--- config.mk ---
export PLATFORM = sky130hd
export DESIGN_NAME = load_align_unit
export DESIGN_NICKNAME = d
export VERILOG_FILES = /design/src/rtl/riscv_pkg.sv /design/src/rtl/load_extract.sv /design/src/rtl/load_align_unit.sv
export SDC_FILE = /design/constraint.sdc
export NUM_CORES = 1
export LEC_CHECK = 0
export CORE_ASPECT_RATIO = 1.4
export CORE_MARGIN = 8
export CORE_UTILIZATION = 52
export CTS_CLUSTER_DIAMETER = 60
export DETAILED_ROUTE_END_ITERATION = 6
export PLACE_DENSITY = 0.82
export SLEW_MARGIN = 10
export SYNTH_ARGS = -nofsm -noshare
export SYNTH_HDL_FRONTEND = slang
export SYNTH_SLANG_ARGS = --single-unit
export TNS_END_PERCENT = 20
--- constraint.sdc ---
create_clock -name clk -period 4.1 [get_ports clk]
set_clock_uncertainty 0.05 [all_clocks]
set_input_delay 0.82 -clock clk [delete_from_list [all_inputs] [get_ports clk]]
set_output_delay 0.82 -clock clk [all_outputs]
set_load 0.02 [all_outputs]
--- src/rtl/riscv_pkg.sv ---
// Shared RISC-V load definitions: funct3 encodings, load-unit state encoding
// and the access-size decode.
package riscv_pkg;

  localparam logic [2:0] F3_LB  = 3'b000;
  localparam logic [2:0] F3_LH  = 3'b001;
  localparam logic [2:0] F3_LW  = 3'b010;
  localparam logic [2:0] F3_LD  = 3'b011;
  localparam logic [2:0] F3_LBU = 3'b100;
  localparam logic [2:0] F3_LHU = 3'b101;
  localparam logic [2:0] F3_LWU = 3'b110;

  typedef enum logic [2:0] {
    ST_IDLE,
    ST_REQ0,
    ST_WAIT0,
    ST_REQ1,
    ST_WAIT1,
    ST_RESP
  } lau_state_e;

  // funct3[1:0] encodes log2 of the access size in bytes.
  function automatic logic [3:0] load_size(input logic [1:0] size_code);
    return 4'd1 << size_code;
  endfunction

endpackage

--- src/rtl/load_extract.sv ---
// Combinational byte extractor: picks SIZE bytes starting at OFS out of a
// two-word window and sign- or zero-extends them to XLEN.
module load_extract #(
  parameter int XLEN = 32
) (
  input  logic [2*XLEN-1:0]         i_word,
  input  logic [$clog2(XLEN/8)-1:0] i_ofs,
  input  logic [3:0]                i_size,
  input  logic                      i_signed,
  output logic [XLEN-1:0]           o_data
);

  localparam int LW = $clog2(XLEN);

  logic [2*XLEN-1:0] w_shifted;
  logic [XLEN-1:0]   w_unused_hi;
  logic [XLEN-1:0]   w_low;
  logic [XLEN-1:0]   w_mask;
  logic [6:0]        w_nbits;
  logic [LW-1:0]     w_top;
  logic              w_sign;

  assign w_shifted = i_word >> {i_ofs, 3'b000};
  assign {w_unused_hi, w_low} = w_shifted;
  assign w_nbits = {i_size, 3'b000};
  assign w_top = LW'(w_nbits - 7'd1);

  // A full-width access shifts the ones out entirely, leaving an all-ones mask.
  assign w_mask = ~({XLEN{1'b1}} << w_nbits);
  assign w_sign = i_signed & w_low[w_top];
  assign o_data = (w_low & w_mask) | ({XLEN{w_sign}} & ~w_mask);

endmodule

--- src/rtl/load_align_unit.sv ---
// Load data path between the memory stage and a word-wide data port: aligns,
// extends, splits word-crossing loads into two beats, and reports faults.
module load_align_unit
  import riscv_pkg::*;
#(
  parameter int XLEN             = 32,
  parameter bit ALLOW_MISALIGNED = 1'b1
) (
  input  logic            clk,
  input  logic            reset,
  input  logic            req_valid,
  output logic            req_ready,
  input  logic [XLEN-1:0] req_addr,
  input  logic [2:0]      req_funct3,
  output logic            mem_req_valid,
  input  logic            mem_req_ready,
  output logic [XLEN-1:0] mem_addr,
  input  logic            mem_rvalid,
  input  logic [XLEN-1:0] mem_rdata,
  output logic            rsp_valid,
  input  logic            rsp_ready,
  output logic [XLEN-1:0] rsp_data,
  output logic            rsp_fault
);

  localparam int NB = XLEN / 8;
  localparam int OW = $clog2(NB);

  lau_state_e r_state, w_state_next;

  logic [OW-1:0]     r_ofs;
  logic [3:0]        r_size;
  logic              r_signed;
  logic              r_cross;
  logic [XLEN-1:0]   r_base;
  logic [XLEN-1:0]   r_lo;
  logic [XLEN-1:0]   r_rsp_data;
  logic              r_rsp_fault;

  logic              w_legal;
  logic              w_req_signed;
  logic [3:0]        w_req_size;
  logic [OW-1:0]     w_req_ofs;
  logic              w_req_cross;
  logic              w_fault;
  logic [2*XLEN-1:0] w_word;
  logic [XLEN-1:0]   w_ext;

  always_comb begin
    w_legal      = 1'b0;
    w_req_signed = 1'b0;
    case (req_funct3)
      F3_LB, F3_LH, F3_LW: begin
        w_legal      = 1'b1;
        w_req_signed = 1'b1;
      end
      F3_LBU, F3_LHU: w_legal = 1'b1;
      F3_LD, F3_LWU:  w_legal = (XLEN == 64);
      default:        w_legal = 1'b0;
    endcase
  end

  assign w_req_size  = load_size(req_funct3[1:0]);
  assign w_req_ofs   = req_addr[OW-1:0];
  assign w_req_cross = (5'(w_req_ofs) + 5'(w_req_size)) > 5'(NB);
  assign w_fault     = !w_legal || (w_req_cross && !ALLOW_MISALIGNED);

  always_ff @(posedge clk or posedge reset) begin
    if (reset) begin
      r_state <= ST_IDLE;
    end else begin
      r_state <= w_state_next;
    end
  end

  always_comb begin
    w_state_next  = r_state;
    req_ready     = 1'b0;
    mem_req_valid = 1'b0;
    mem_addr      = '0;
    rsp_valid     = 1'b0;
    case (r_state)
      ST_IDLE: begin
        req_ready = 1'b1;
        if (req_valid) begin
          w_state_next = w_fault ? ST_RESP : ST_REQ0;
        end
      end
      ST_REQ0: begin
        mem_req_valid = 1'b1;
        mem_addr      = r_base;
        if (mem_req_ready) begin
          w_state_next = ST_WAIT0;
        end
      end
      ST_WAIT0: begin
        if (mem_rvalid) begin
          w_state_next = r_cross ? ST_REQ1 : ST_RESP;
        end
      end
      ST_REQ1: begin
        mem_req_valid = 1'b1;
        mem_addr      = r_base + XLEN'(NB);
        if (mem_req_ready) begin
          w_state_next = ST_WAIT1;
        end
      end
      ST_WAIT1: begin
        if (mem_rvalid) begin
          w_state_next = ST_RESP;
        end
      end
      ST_RESP: begin
        rsp_valid = 1'b1;
        if (rsp_ready) begin
          w_state_next = ST_IDLE;
        end
      end
      default: w_state_next = ST_IDLE;
    endcase
  end

  // Second beat supplies the high word; a single beat sees zeros above.
  assign w_word = (r_state == ST_WAIT1) ? {mem_rdata, r_lo} : {{XLEN{1'b0}}, mem_rdata};

  load_extract #(
    .XLEN(XLEN)
  ) u_extract (
    .i_word   (w_word),
    .i_ofs    (r_ofs),
    .i_size   (r_size),
    .i_signed (r_signed),
    .o_data   (w_ext)
  );

  always_ff @(posedge clk or posedge reset) begin
    if (reset) begin
      r_ofs       <= '0;
      r_size      <= '0;
      r_signed    <= 1'b0;
      r_cross     <= 1'b0;
      r_base      <= '0;
      r_lo        <= '0;
      r_rsp_data  <= '0;
      r_rsp_fault <= 1'b0;
    end else begin
      case (r_state)
        ST_IDLE: begin
          if (req_valid) begin
            r_ofs       <= w_req_ofs;
            r_size      <= w_req_size;
            r_signed    <= w_req_signed;
            r_cross     <= w_req_cross;
            r_base      <= {req_addr[XLEN-1:OW], {OW{1'b0}}};
            r_rsp_fault <= w_fault;
            r_rsp_data  <= '0;
          end
        end
        ST_WAIT0: begin
          if (mem_rvalid) begin
            r_lo <= mem_rdata;
            if (!r_cross) begin
              r_rsp_data <= w_ext;
            end
          end
        end
        ST_WAIT1: begin
          if (mem_rvalid) begin
            r_rsp_data <= w_ext;
          end
        end
        default: ;
      endcase
    end
  end

  assign rsp_data  = r_rsp_data;
  assign rsp_fault = r_rsp_fault;

endmodule
### Word-level counts from Yosys, hierarchy flattened

Index checks and enable logic that the tools add are counted.

| operators by class | value |
|---|---|
| $add $sub $neg | 3 |
| magnitude comparators | 2 |
| equal/unequal tests | 16 |
| shifts and indexed selects | 3 |
| multiplexer cells | 23 |
| bitwise operators | 6 |
| reductions and logical operators | 11 |

Operator list:

| cell | number |
|---|---|
| $mux W32 | 4 |
| $pmux W32 S3 | 1 |
| $and A32 B32 Y32 | 2 |
| $mux W64 | 1 |
| $not A32 Y32 | 2 |
| $pmux W32 S2 | 1 |
| $shr A64 B5 Y32 | 1 |
| $add A32 B3 Y32 const B | 1 |
| $or A32 B32 Y32 | 1 |
| $shl A32 B7 Y32 const A | 1 |
| $mux W3 | 8 |
| $pmux W3 S6 | 1 |
| $ne A2 B2 Y1 const B | 7 |
| $eq A3 B3 Y1 const B | 4 |
| $eq A3 B2 Y1 const B | 3 |
| $eq A3 B1 Y1 const B | 2 |
| $logic_not A3 Y1 | 2 |
| $lt A5 B6 Y1 const B | 1 |
| $mux W1 | 6 |
| $reduce_and A6 Y1 | 1 |
| $add A2 B4 Y5 | 1 |
| $bmux W1 S5 | 1 |
| $gt A5 B3 Y1 const B | 1 |
| $reduce_and A5 Y1 | 1 |
| 9 further kinds | 10 |

| word-level totals | value |
|---|---|
| register bits | 106 |
| input port bits | 73 |
| output and inout port bits | 68 |
| logic and storage cells | 73 |

### Depth between registers and ports, before layout

Gate-level depths: netlist of run 1.

| logic depth | value |
|---|---|
| depth in word-level cells | 11 |
| gate-level depth with buffers | 8 |

### Cells and area by module

From an unflattened synthesis of run 1, not the netlist that was laid out.

| second synthesis, totals | value |
|---|---|
| cell total of the unflattened synthesis | 668 |
| area total of the unflattened synthesis | 6859.1 sq um |

By module, submodules not included:

| module | times used | cells each | area an instance (sq um) | sequential area each (sq um) |
|---|---|---|---|---|
| load_align_unit | 1 | 501 | 5572.8 | 2652.5 |
| load_extract | 1 | 167 | 1286.2 | 0.0 |

### Worst setup path before layout of run 1

Ideal clock, no wire load.

| path | value |
|---|---|
| path type | reg2out |
| start point | register r_state[1] |
| end point | output port mem_addr[31] |
| arrival | 2.162 ns |
| required time | 3.230 ns |
| path slack | 1.068 ns |
| cell stages (with the launch flop) | 7 |
| path buffers | 1 |
| path through | dfrtp_1 -> buf_2 -> nand4_4 -> nor4_4 -> nand4_1 -> or3_1 -> a21oi_1 |

| on the way | value |
|---|---|
| longest elaborated chain between the ends | 2 |

Ends and longest elaborated chain:

| element | line | RTL |
|---|---|---|
| start: declaration | load_align_unit.sv:29 | `lau_state_e r_state, w_state_next;` |
| start signal: assignment | load_align_unit.sv:72 | `r_state <= w_state_next;` |
| $eq A3 B2 Y1 / $eq A3 B1 Y1 (equally long branches) | load_align_unit.sv:82 | `case (r_state)` |
| $pmux W32 S2 (*) | load_align_unit.sv:82 |  |
| end: declaration | load_align_unit.sv:17 | `output logic [XLEN-1:0] mem_addr,` |

Every way passes the cells marked *; elsewhere a longest branch is shown, timed or not.

### Worst setup path after layout of run 1

| path | value |
|---|---|
| start point | register r_base[3] |
| end point | output port mem_addr[30] |

| on the way | value |
|---|---|
| longest elaborated chain between the ends | 2 |

Ends and longest elaborated chain:

| element | line | RTL |
|---|---|---|
| start: declaration | load_align_unit.sv:35 | `logic [XLEN-1:0] r_base;` |
| start signal: assignment | load_align_unit.sv:154 | `r_base <= {req_addr[XLEN-1:OW], {OW{1'b0}}};` |
| $add A32 B3 Y32 | load_align_unit.sv:103 | `mem_addr = r_base + XLEN'(NB);` |
| $pmux W32 S2 | load_align_unit.sv:82 |  |

No other way between the ends.

==> results.yml, run 1 <==
status:
  outcome: "completed"
worst_setup_path:
  crit_required_ns: 3.23
  max_stage_delay_ns: 0.64
  endpoint_kind: "output port"
  path_max_fanout: 7
  crit_path_top_delay_cell: "clkdlybuf4s50_1"
  start_kind: "register"
  path_buf_inv: 2
  worstSetupPathType: "register to output port"
  crit_arrival_ns: 3.04
  crit_family: "simple AND/OR/NAND/NOR gates"
  cp_cell_sequence: "ha_1 > nand3_1 > nor4_2 > buf_4 > nand4_1 > or3_1 > a21oi_1 > clkdlybuf4s50_1"
yosys:
  synthCells: 633
  synth-xor-area-share: 0.03286
  synth-compound-area-share: 0.1338
  yosysWarnings: 0
  ys_types: 57
  synth-seq-area-share: 0.4147
  yosys.area_share.simple: 0.1493
  synth_top_family_by_area: "multiplexers"
  synth_flop_cell: "dfrtp_1"
  muxShareOfSynthArea: 0.2300
  syn_area_per_cell_um2: 10.10
  synthArstFlopShare: 1.000
  synth_fa_ha_area_frac: 0.005869
  synth-seq-cells: 106
  synth_edf_count: 0
  syn_area_um2: 6396
timing:
  tightest_slew_ns: 0.9083
  slew-limit-headroom: 0.3945
  fmax_mhz: 255.6
  maxSlewViolCount: 0
  finalSetupViolations: 0
  tns_ns: 0
  rsz0062_at_grt: "no"
  fin_crit_ns: 3.913
  setup_slack_ns: 0.1871
  period_share: 0.9544
  hold_viol_final: 0
floorplanning:
  die_w_um: 109.7
  core-area_um2: 12190
  dieArea_um2: 16160
  io_pins: 141
  rows: 48
  start_util: 0.5246
  die_h_um: 147.2
final_layout:
  final_cell_mix: "138 x clkdlybuf4s50_1, 105 x dfrtp_1, 64 x nand2_1"
  syn_to_final_growth_pct: 28.58
  final_common_cell: "clkdlybuf4s50_1"
  diodes: 0
  drive_gt1_frac: 0.1440
  stdcell_area_um2: 8224
  nNetsFinal: 828
  final-instance-count-excl-fill: 907
  final_core_util: 0.6746
cts:
  cts_tree: "yes"
  clk_path_buf_depth: 2
  clk_pin_slew_ns: 0.07
  numClockSinks: 106
  cts_htree_levels: 3
  clk_latency_ns: 0.35
  cts_setup_buffers: 0
  cts_made_buffers: 9
  root_buffer: "clkbuf_16"
placement:
  dpl-instance-area_um2: 7900
  dp.cells: 891
  gp_congestion: 0.9524
  hpwl_um: 13270
  dp_slack_ns: 0.5506
  port_buffers: 138
power_and_ir_drop:
  clkPwrFrac: 0.148
  switching_share: 0.4270
  leakagePower_nw: 3.464
  ir_drop_mv: 0.4439
  power_density_nw_per_um2: 769.6
  comb_power_share: 0.536
  switching_power_w: 0.002703
  cell_internal_pwr_w: 0.003627
  seq_power_share: 0.316
grt:
  antenna_found_initial: 0
  grt_max_degree: 71
  grt_use_total: 0.2263
  overflow: 0
  grt_pass1_vias: 5775
  grt_pass1_wl_um: 29300
flow_run:
  maxCapViolCount: 0
routing:
  drc_errors: 0
  via_per_inst: 6.189
  route.detailed.wl_per_inst_um: 20.23
  drtAntennaViolNets: 0
  first_pass_iters: 6
  drtIter0Drc: 343
  vias: 5613
  routed_wl_um: 18350
min_path:
  hp-class: "register to register"
==> through the flow <==
stage | total power [W] | hold slack [ns]
floorplan | 0.004174 | 0.3999
global placement | 0.005228 | 0.4169
detailed placement | 0.005355 | 0.4240
CTS | 0.006322 | 0.4396
global route | 0.006686 | 0.4603
finish | 0.006329 | 0.4395
==> cells in the mapped netlist, types with 3 or more instances <==
cell type / instances / area, µm²
dfrtp_1: 106 / 2653
nand2_1: 64 / 240.2
mux2i_1: 60 / 600.6
mux2_2: 59 / 664.4
nor2_1: 32 / 120.1
clkbuf_1: 30 / 112.6
o21ai_0: 30 / 150.1
o211ai_1: 21 / 157.7
o21ai_1: 21 / 105.1
nand3_1: 20 / 100.1
xor2_1: 17 / 148.9
a21oi_1: 14 / 70.07
nor3_1: 12 / 60.06
mux2_1: 11 / 123.9
nor2b_1: 9 / 56.30
a211oi_1: 8 / 60.06
buf_1: 8 / 30.03
a222oi_1: 7 / 70.07
and3_1: 7 / 43.79
nand3b_1: 7 / 52.55
nand4_1: 7 / 43.79
xnor2_1: 7 / 61.31
buf_2: 6 / 30.03
or3_1: 6 / 37.54
inv_1: 5 / 18.77
o22ai_1: 5 / 31.28
a22oi_1: 4 / 30.03
a32oi_1: 4 / 35.03
nand2b_1: 4 / 25.02
a31oi_1: 3 / 18.77
ha_1: 3 / 37.54
mux4_2: 3 / 67.56
nor3b_1: 3 / 22.52
==> state kept, by name, summed over array words and instances (netlist names) <==
name / cells
rsp_data: 32
r_state: 3
r_cross: 1
r_size: 4
r_signed: 1
r_lo: 32
r_base: 30
rsp_fault: 1
r_ofs: 2
==> path summary, 6_finish.rpt <==
kind                                             start                       end  slack (ns)  cells past startpoint
worst min register to register   rsp_fault$_DFFE_PP0P_     rsp_fault$_DFFE_PP0P_        0.44                      2
worst min-delay path             rsp_fault$_DFFE_PP0P_     rsp_fault$_DFFE_PP0P_        0.44                      2
min in group asynchronous                        reset    r_base[26]$_DFFE_PP0P_        0.95                      2
max in group asynchronous                        reset    r_base[11]$_DFFE_PP0P_        2.17                      3
worst max-delay path             r_base[3]$_DFFE_PP0P_              mem_addr[30]        0.19                      8
worst max register to register  r_state[1]$_DFFE_PP0P_  rsp_data[19]$_DFFE_PP0P_        1.17                      6
==> worst register-to-register path, stage by stage, from the launching register on <==
cell and delay (ns):
dfrtp_1 0.49, buf_4 0.24, or3b_2 0.63, mux2i_1 0.45, nand3b_1 0.28, a41oi_2 0.48, o21ai_1 0.17
==> kinds of logic (layout without fill, tap and decap cells) <==
family / Yosys count / in the layout
AND/OR/NAND/NOR: 185 / 185
other: 1 / 2
adder cells (fa/ha/maj): 3 / 3
multiplexers: 134 / 134
buffers and inverters: 52 / 175
AO/OA/AOI/OAI: 128 / 128
XOR/XNOR: 24 / 24
flip-flops: 106 / 106
==> metal layers <==
metal  vias to the layer above  part of all wire  GRT usage  wire length [µm]
met3                        46             0.092    0.05655              1684
met4                         0             0.029     0.1044               533
met5                         -                 0          0                 0
met2                       301              0.51     0.3760              9273
met1                      2706              0.37     0.2644              6859
li1                       2560                 -          -                 -
==> area by class of cell <==
cell class,count,area (µm²)
fill,940,3968
multi-input combinational,476,3545
sequential,106,2654
timing repair buffer,153,1494
clock buffer,10,229.0
tap,150,187.7
clock inverter,6,90.09
inverter,6,25.02
==> power groups by stage <==
stage	combinational [W]	sequential [W]	clock (W)
after floorplan	0.00219	0.00198	0
after global placement	0.00327	0.00196	0
after global routing	0.00363	0.00206	0.000988
after detailed placement	0.00335	0.00200	0
final	0.00339	0.00200	0.000938
after CTS	0.00338	0.00198	0.000954
==> timing repair <==
item	4_1_cts	5_1_grt
setup endpoints to repair	0	1
hold buffers	0	0
gates resized for setup	0	1
(Power assumes the default switching activity.)
==> run 2, diff against run 1 <==
--- a/config.mk
+++ b/config.mk
@@ -5,12 +5,15 @@
 export SDC_FILE = /design/constraint.sdc
 export NUM_CORES = 1
 export LEC_CHECK = 0
+export ABC_AREA = 1
+export CELL_PAD_IN_SITES_DETAIL_PLACEMENT = 1
+export CELL_PAD_IN_SITES_GLOBAL_PLACEMENT = 2
 export CORE_ASPECT_RATIO = 1.4
 export CORE_MARGIN = 8
-export CORE_UTILIZATION = 52
+export CORE_UTILIZATION = 29
 export CTS_CLUSTER_DIAMETER = 60
 export DETAILED_ROUTE_END_ITERATION = 6
-export PLACE_DENSITY = 0.82
+export PLACE_DENSITY_LB_ADDON = 0.05
 export SLEW_MARGIN = 10
 export SYNTH_ARGS = -nofsm -noshare
 export SYNTH_HDL_FRONTEND = slang
==> results.yml, run 2 <==
yosys:
  synthArstFlopShare: 1.000
  syn_area_um2: 7059
  synth_edf_count: 0
  synthCells: 1004
  synth_top_cell_by_area: "dfrtp_1"
  synth.top_cell.area_share: 0.3758
  synth-seq-cells: 106
  synth.most_common_cell: "nand2_1"
  synth_commonest_cells: "336 x nand2_1, 106 x dfrtp_1, 96 x inv_1"
  syn_area_per_cell_um2: 7.031
  ys_top_cells_by_area: "dfrtp_1 38%, nand2_1 18%, o21ai_0 5.3%"
  ys_types: 48
  yosysWarnings: 0
  synth-seq-area-share: 0.3758
  synth_flop_cell: "dfrtp_1"
cts:
  clk_latency_ns: 0.37
  cts-resized-gates: 0
  cts_setup_buffers: 0
  cts_tree: "yes"
  postCtsHoldBufs: 0
  cts_made_buffers: 9
  cts_htree_levels: 3
  root_buffer: "clkbuf_16"
  clk_path_buf_depth: 2
  numClockSinks: 106
  clk_pin_slew_ns: 0.08
worst_setup_path:
  start_kind: "register"
  crit_required_ns: 3.23
  r2r_cells: 10
  crit_arrival_ns: 2.86
  path_max_fanout: 9
  worstSetupPathType: "register to output port"
  endpoint_kind: "output port"
placement:
  port_buffers: 138
  gp_congestion: 0.8988
  hpwl_um: 21600
grt:
  grt_pass1_wl_um: 44570
  overflow: 0
  grt_max_degree: 63
  antenna_found_initial: 1
  grt_pass1_vias: 7851
  grt_use_total: 0.1949
routing:
  drc_errors: 0
  route.detailed.wl_per_inst_um: 19.69
  first_pass_iters: 4
  via_per_inst: 4.925
  vias: 7067
  drtAntennaViolNets: 0
  drtIter0Drc: 280
  routed_wl_um: 28250
timing:
  period_share: 0.9105
  tns_ns: 0
  tightest_slew_ns: 1.010
  slew-limit-headroom: 0.3240
  fin_crit_ns: 3.733
  fmax_mhz: 267.9
  maxSlewViolCount: 0
  finalSetupViolations: 0
  hold_viol_final: 0
  rsz0062_at_grt: "no"
final_layout:
  nNetsFinal: 1197
  final_core_util: 0.3727
  final_common_cell: "nand2_1"
  final_cell_mix: "336 x nand2_1, 138 x clkdlybuf4s50_1, 106 x dfrtp_1"
  diodes: 0
  drive_gt1_frac: 0.08711
  syn_to_final_growth_pct: 26.57
power_and_ir_drop:
  comb_power_share: 0.592
  cell_internal_pwr_w: 0.003263
  clkPwrFrac: 0.128
  switching_power_w: 0.003394
  switching_share: 0.5098
  seq_power_share: 0.280
  leakagePower_nw: 4.171
  power_density_nw_per_um2: 745.1
  ir_drop_mv: 0.3180
  total_power_w: 0.006657
floorplanning:
  rows: 67
  start_util: 0.2944
  die_h_um: 200.6
  core-area_um2: 23980
  dieArea_um2: 29660
  io_pins: 141
  die_w_um: 147.9
status:
  outcome: "completed"
min_path:
  hp-class: "register to register"
  whs_path_depth: 2
flow_run:
  maxCapViolCount: 0
==> run 2: cell count changes after synthesis, moves of 24 or more <==
cell and delta:
inv_1 +91, a21oi_1 +40, nand2_1 +272, mux2_2 -50
o21ai_0 +45, nand3_1 +24, mux2i_1 -60
==> run 2: path summary, 6_finish.rpt <==
check / from / end / slack [ns]
worst min register to register: rsp_data[28]$_DFFE_PP0P_ / rsp_data[28]$_DFFE_PP0P_ / 0.43
worst min-delay path: rsp_data[28]$_DFFE_PP0P_ / rsp_data[28]$_DFFE_PP0P_ / 0.43
min in group asynchronous: reset / r_lo[5]$_DFFE_PP0P_ / 0.88
worst max register to register: r_state[1]$_DFFE_PP0P_ / rsp_data[13]$_DFFE_PP0P_ / 1.46
max in group asynchronous: reset / rsp_data[19]$_DFFE_PP0P_ / 2.35
worst max-delay path: r_base[12]$_DFFE_PP0P_ / mem_addr[26] / 0.37
==> run 2: worst max-delay path, cell delays in order (launching register included) <==
cell	delay (ns)
dfrtp_1	0.53
nand2_1	0.13
nor2_1	0.31
nand2_1	0.14
nor4_1	0.46
xnor2_1	0.11
o21ai_0	0.17
clkdlybuf4s50_1	0.64
==> run 2: layout make-up <==
class | count | area [µm²]
inverter | 107 | 409.1
clock buffer | 10 | 229.0
multi-input combinational | 743 | 3724
timing repair buffer | 154 | 1501
clock inverter | 5 | 31.28
sequential | 106 | 2653
tap | 310 | 387.9
fill | 3018 | 15040
==> run 2: power groups by stage <==
stage | Clock (W) | Combinational [W] | Sequential [W]
floorplan | 0 | 0.00255 | 0.00186
CTS | 0.000881 | 0.00403 | 0.00186
global placement | 0 | 0.00399 | 0.00187
finish | 0.000852 | 0.00394 | 0.00186
detailed placement | 0 | 0.00401 | 0.00188
global route | 0.000904 | 0.00439 | 0.00193
==> run 2: layer usage <==
layer  global-route usage  part of all wire  vias to the layer above
li1                     -                 -                     3498
met1               0.1911              0.37                     3414
met2               0.3873              0.57                      114
met3              0.03406             0.034                       39
met4              0.07855             0.033                        2
met5                    0           0.00039                        -
==> run 2: cells by family (layout without fill, tap and decap cells) <==
kind of cell,count (synthesis),in the layout,share of synthesized area
adder cells (fa/ha/maj),3,3,0.005318
buffers and inverters,156,276,0.09731
AND/OR/NAND/NOR,493,493,0.2994
AO/OA/AOI/OAI,229,229,0.1987
XOR/XNOR,7,7,0.008685
other,1,2,0.0005312
multiplexers,9,9,0.01436
flip-flops,106,106,0.3758
==> run 2: metrics by stage <==
stage	area (µm²)	std cells	hold slack, ns	setup WS, ns
after global routing	8935	1435	0.4535	0.1203
after floorplan	7063	1005	0.4030	0.4411
final	8935	1435	0.4313	0.3670
after global placement	8675	1420	0.4126	0.7124
after CTS	8935	1435	0.4354	0.3411
after detailed placement	8675	1420	0.4151	0.7719
==> run 3, diff against run 2 <==
--- a/config.mk
+++ b/config.mk
@@ -10,8 +10,8 @@
 export CELL_PAD_IN_SITES_GLOBAL_PLACEMENT = 2
 export CORE_ASPECT_RATIO = 1.4
 export CORE_MARGIN = 8
-export CORE_UTILIZATION = 29
-export CTS_CLUSTER_DIAMETER = 60
+export CORE_UTILIZATION = 30
+export CTS_BUF_LIST = sky130_fd_sc_hd__clkbuf_8
 export DETAILED_ROUTE_END_ITERATION = 6
 export PLACE_DENSITY_LB_ADDON = 0.05
 export SLEW_MARGIN = 10
==> results.yml, run 3 (synthesis results as in run 2) <==
final_layout:
  seq_area_um2: 2653
  nNetsFinal: 1196
  final-instance-count-excl-fill: 1431
  drive_gt1_frac: 0.08978
  diodes: 0
  final_common_cell: "nand2_1"
  final_cell_mix: "336 x nand2_1, 138 x clkdlybuf4s50_1, 106 x dfrtp_1"
  final_core_util: 0.3844
  multi_input_area_um2: 3736
  syn_to_final_growth_pct: 26.36
  n_fill_cell: 2964
worst_setup_path:
  path_max_fanout: 5
  cp.depth: 11
  path_buf_inv: 1
  crit_arrival_ns: 3.01
  crit_required_ns: 3.23
  max_stage_delay_ns: 0.60
  crit_path_top_delay_cell: "clkdlybuf4s50_1"
  worstSetupPathType: "register to output port"
  crit_family: "simple AND/OR/NAND/NOR gates"
  cp_cell_sequence: "ha_1 > nand2_1 > nor2_1 > nand2_1 > nor2_1 > nand3_1 > nor2_1 > nand2_1 > a21oi_1 > o21a_1 > clkdlybuf4s50_1"
  endpoint_kind: "output port"
  start_kind: "register"
  r2r_cells: 10
floorplanning:
  dieArea_um2: 28760
  io_pins: 141
  core-area_um2: 23200
  rows: 66
  start_util: 0.3042
  die_w_um: 145.6
  die_h_um: 197.5
min_path:
  hp-class: "register to register"
  whs_path_depth: 2
grt:
  grt_pass1_wl_um: 43170
  antenna_found_initial: 1
  grt_max_degree: 63
  grt_use_total: 0.1941
  overflow: 0
  grt_pass1_vias: 7683
routing:
  drc_errors: 0
  drtIter0Drc: 261
  routed_wl_um: 27610
  first_pass_iters: 4
  vias: 7045
  route.detailed.wl_per_inst_um: 19.29
  via_per_inst: 4.923
  drtAntennaViolNets: 0
placement:
  gp_congestion: 0.8459
  dp.cells: 1415
  port_buffers: 138
  dp_slack_ns: 0.5788
  hpwl_um: 21240
cts:
  cts_tree: "yes"
  clk_pin_slew_ns: 0.11
  root_buffer: "clkbuf_8"
  clk_latency_ns: 0.41
  numClockSinks: 106
  cts_htree_levels: 3
  cts_setup_buffers: 0
  cts_made_buffers: 9
  clk_path_buf_depth: 2
timing:
  tightest_slew_ns: 0.9658
  period_share: 0.9453
  finalSetupViolations: 0
  fmax_mhz: 258.0
  maxSlewViolCount: 0
  fin_crit_ns: 3.876
  tns_ns: 0
  setup_slack_ns: 0.2244
  slew-limit-headroom: 0.3546
  timing.hold.ws_ns: 0.4391
  hold_viol_final: 0
flow_run:
  maxCapViolCount: 0
power_and_ir_drop:
  ir_drop_mv: 0.2485
  power_density_nw_per_um2: 736.0
  leakagePower_nw: 4.152
status:
  outcome: "completed"
run 3: final cells by class:
class | count | share of cell area
Clock inverter | 6 | 0.01066
Sequential cell | 106 | 0.2974
Tap cell | 306 | 0.04292
Timing Repair Buffer | 153 | 0.1689
Clock buffer | 10 | 0.01543
Multi-Input combinational cell | 743 | 0.4189
Inverter | 107 | 0.04587
run 3: path summary, 6_finish.rpt:
path	end	start	slack, ns
worst min register to register	rsp_data[2]$_DFFE_PP0P_	rsp_data[2]$_DFFE_PP0P_	0.44
min in group asynchronous	r_base[7]$_DFFE_PP0P_	reset	0.78
worst min-delay path	rsp_data[2]$_DFFE_PP0P_	rsp_data[2]$_DFFE_PP0P_	0.44
max in group asynchronous	rsp_data[3]$_DFFE_PP0P_	reset	2.49
worst max-delay path	mem_addr[22]	r_base[2]$_DFFE_PP0P_	0.22
worst max register to register	rsp_data[7]$_DFFE_PP0P_	r_state[1]$_DFFE_PP0P_	1.25
run 3: power breakdown:
part	leakage (nW)	switching, W	internal [W]
Clock	0.111	0.000424	0.000368
Sequential	1.34	0.000376	0.00149
Combinational	2.71	0.00254	0.00137
run 3: routing by layer:
layer	track usage	part of all wire
met1	0.1880	0.37
met3	0.03737	0.033
met2	0.3806	0.55
met5	0	0.00040
met4	0.1036	0.044
run 3: what timing repair did:
action                     in CTS  in global routing
resized for setup               0                  3
hold buffers                    0                  0
setup endpoints to repair       0                  4
run 3: worst reg2reg max path, stage by stage (launching register included):
cell and delay [ns]:
dfrtp_1 0.60, buf_4 0.30, nor2_8 0.19, nand2_8 0.30, nor2_8 0.38, o211ai_1 0.18, nand3_1 0.17, nand3_4 0.15
o21bai_4 0.25, nand2_1 0.14, nand2_1 0.09
run 3: stage by stage:
stage	instance area, µm²	power (W)
4_1_cts	8907	0.006689
3_5_place_dp	8675	0.005864
6_report	8920	0.006565
3_3_place_gp	8675	0.005838
5_1_grt	8920	0.007136
2_1_floorplan	7063	0.004410
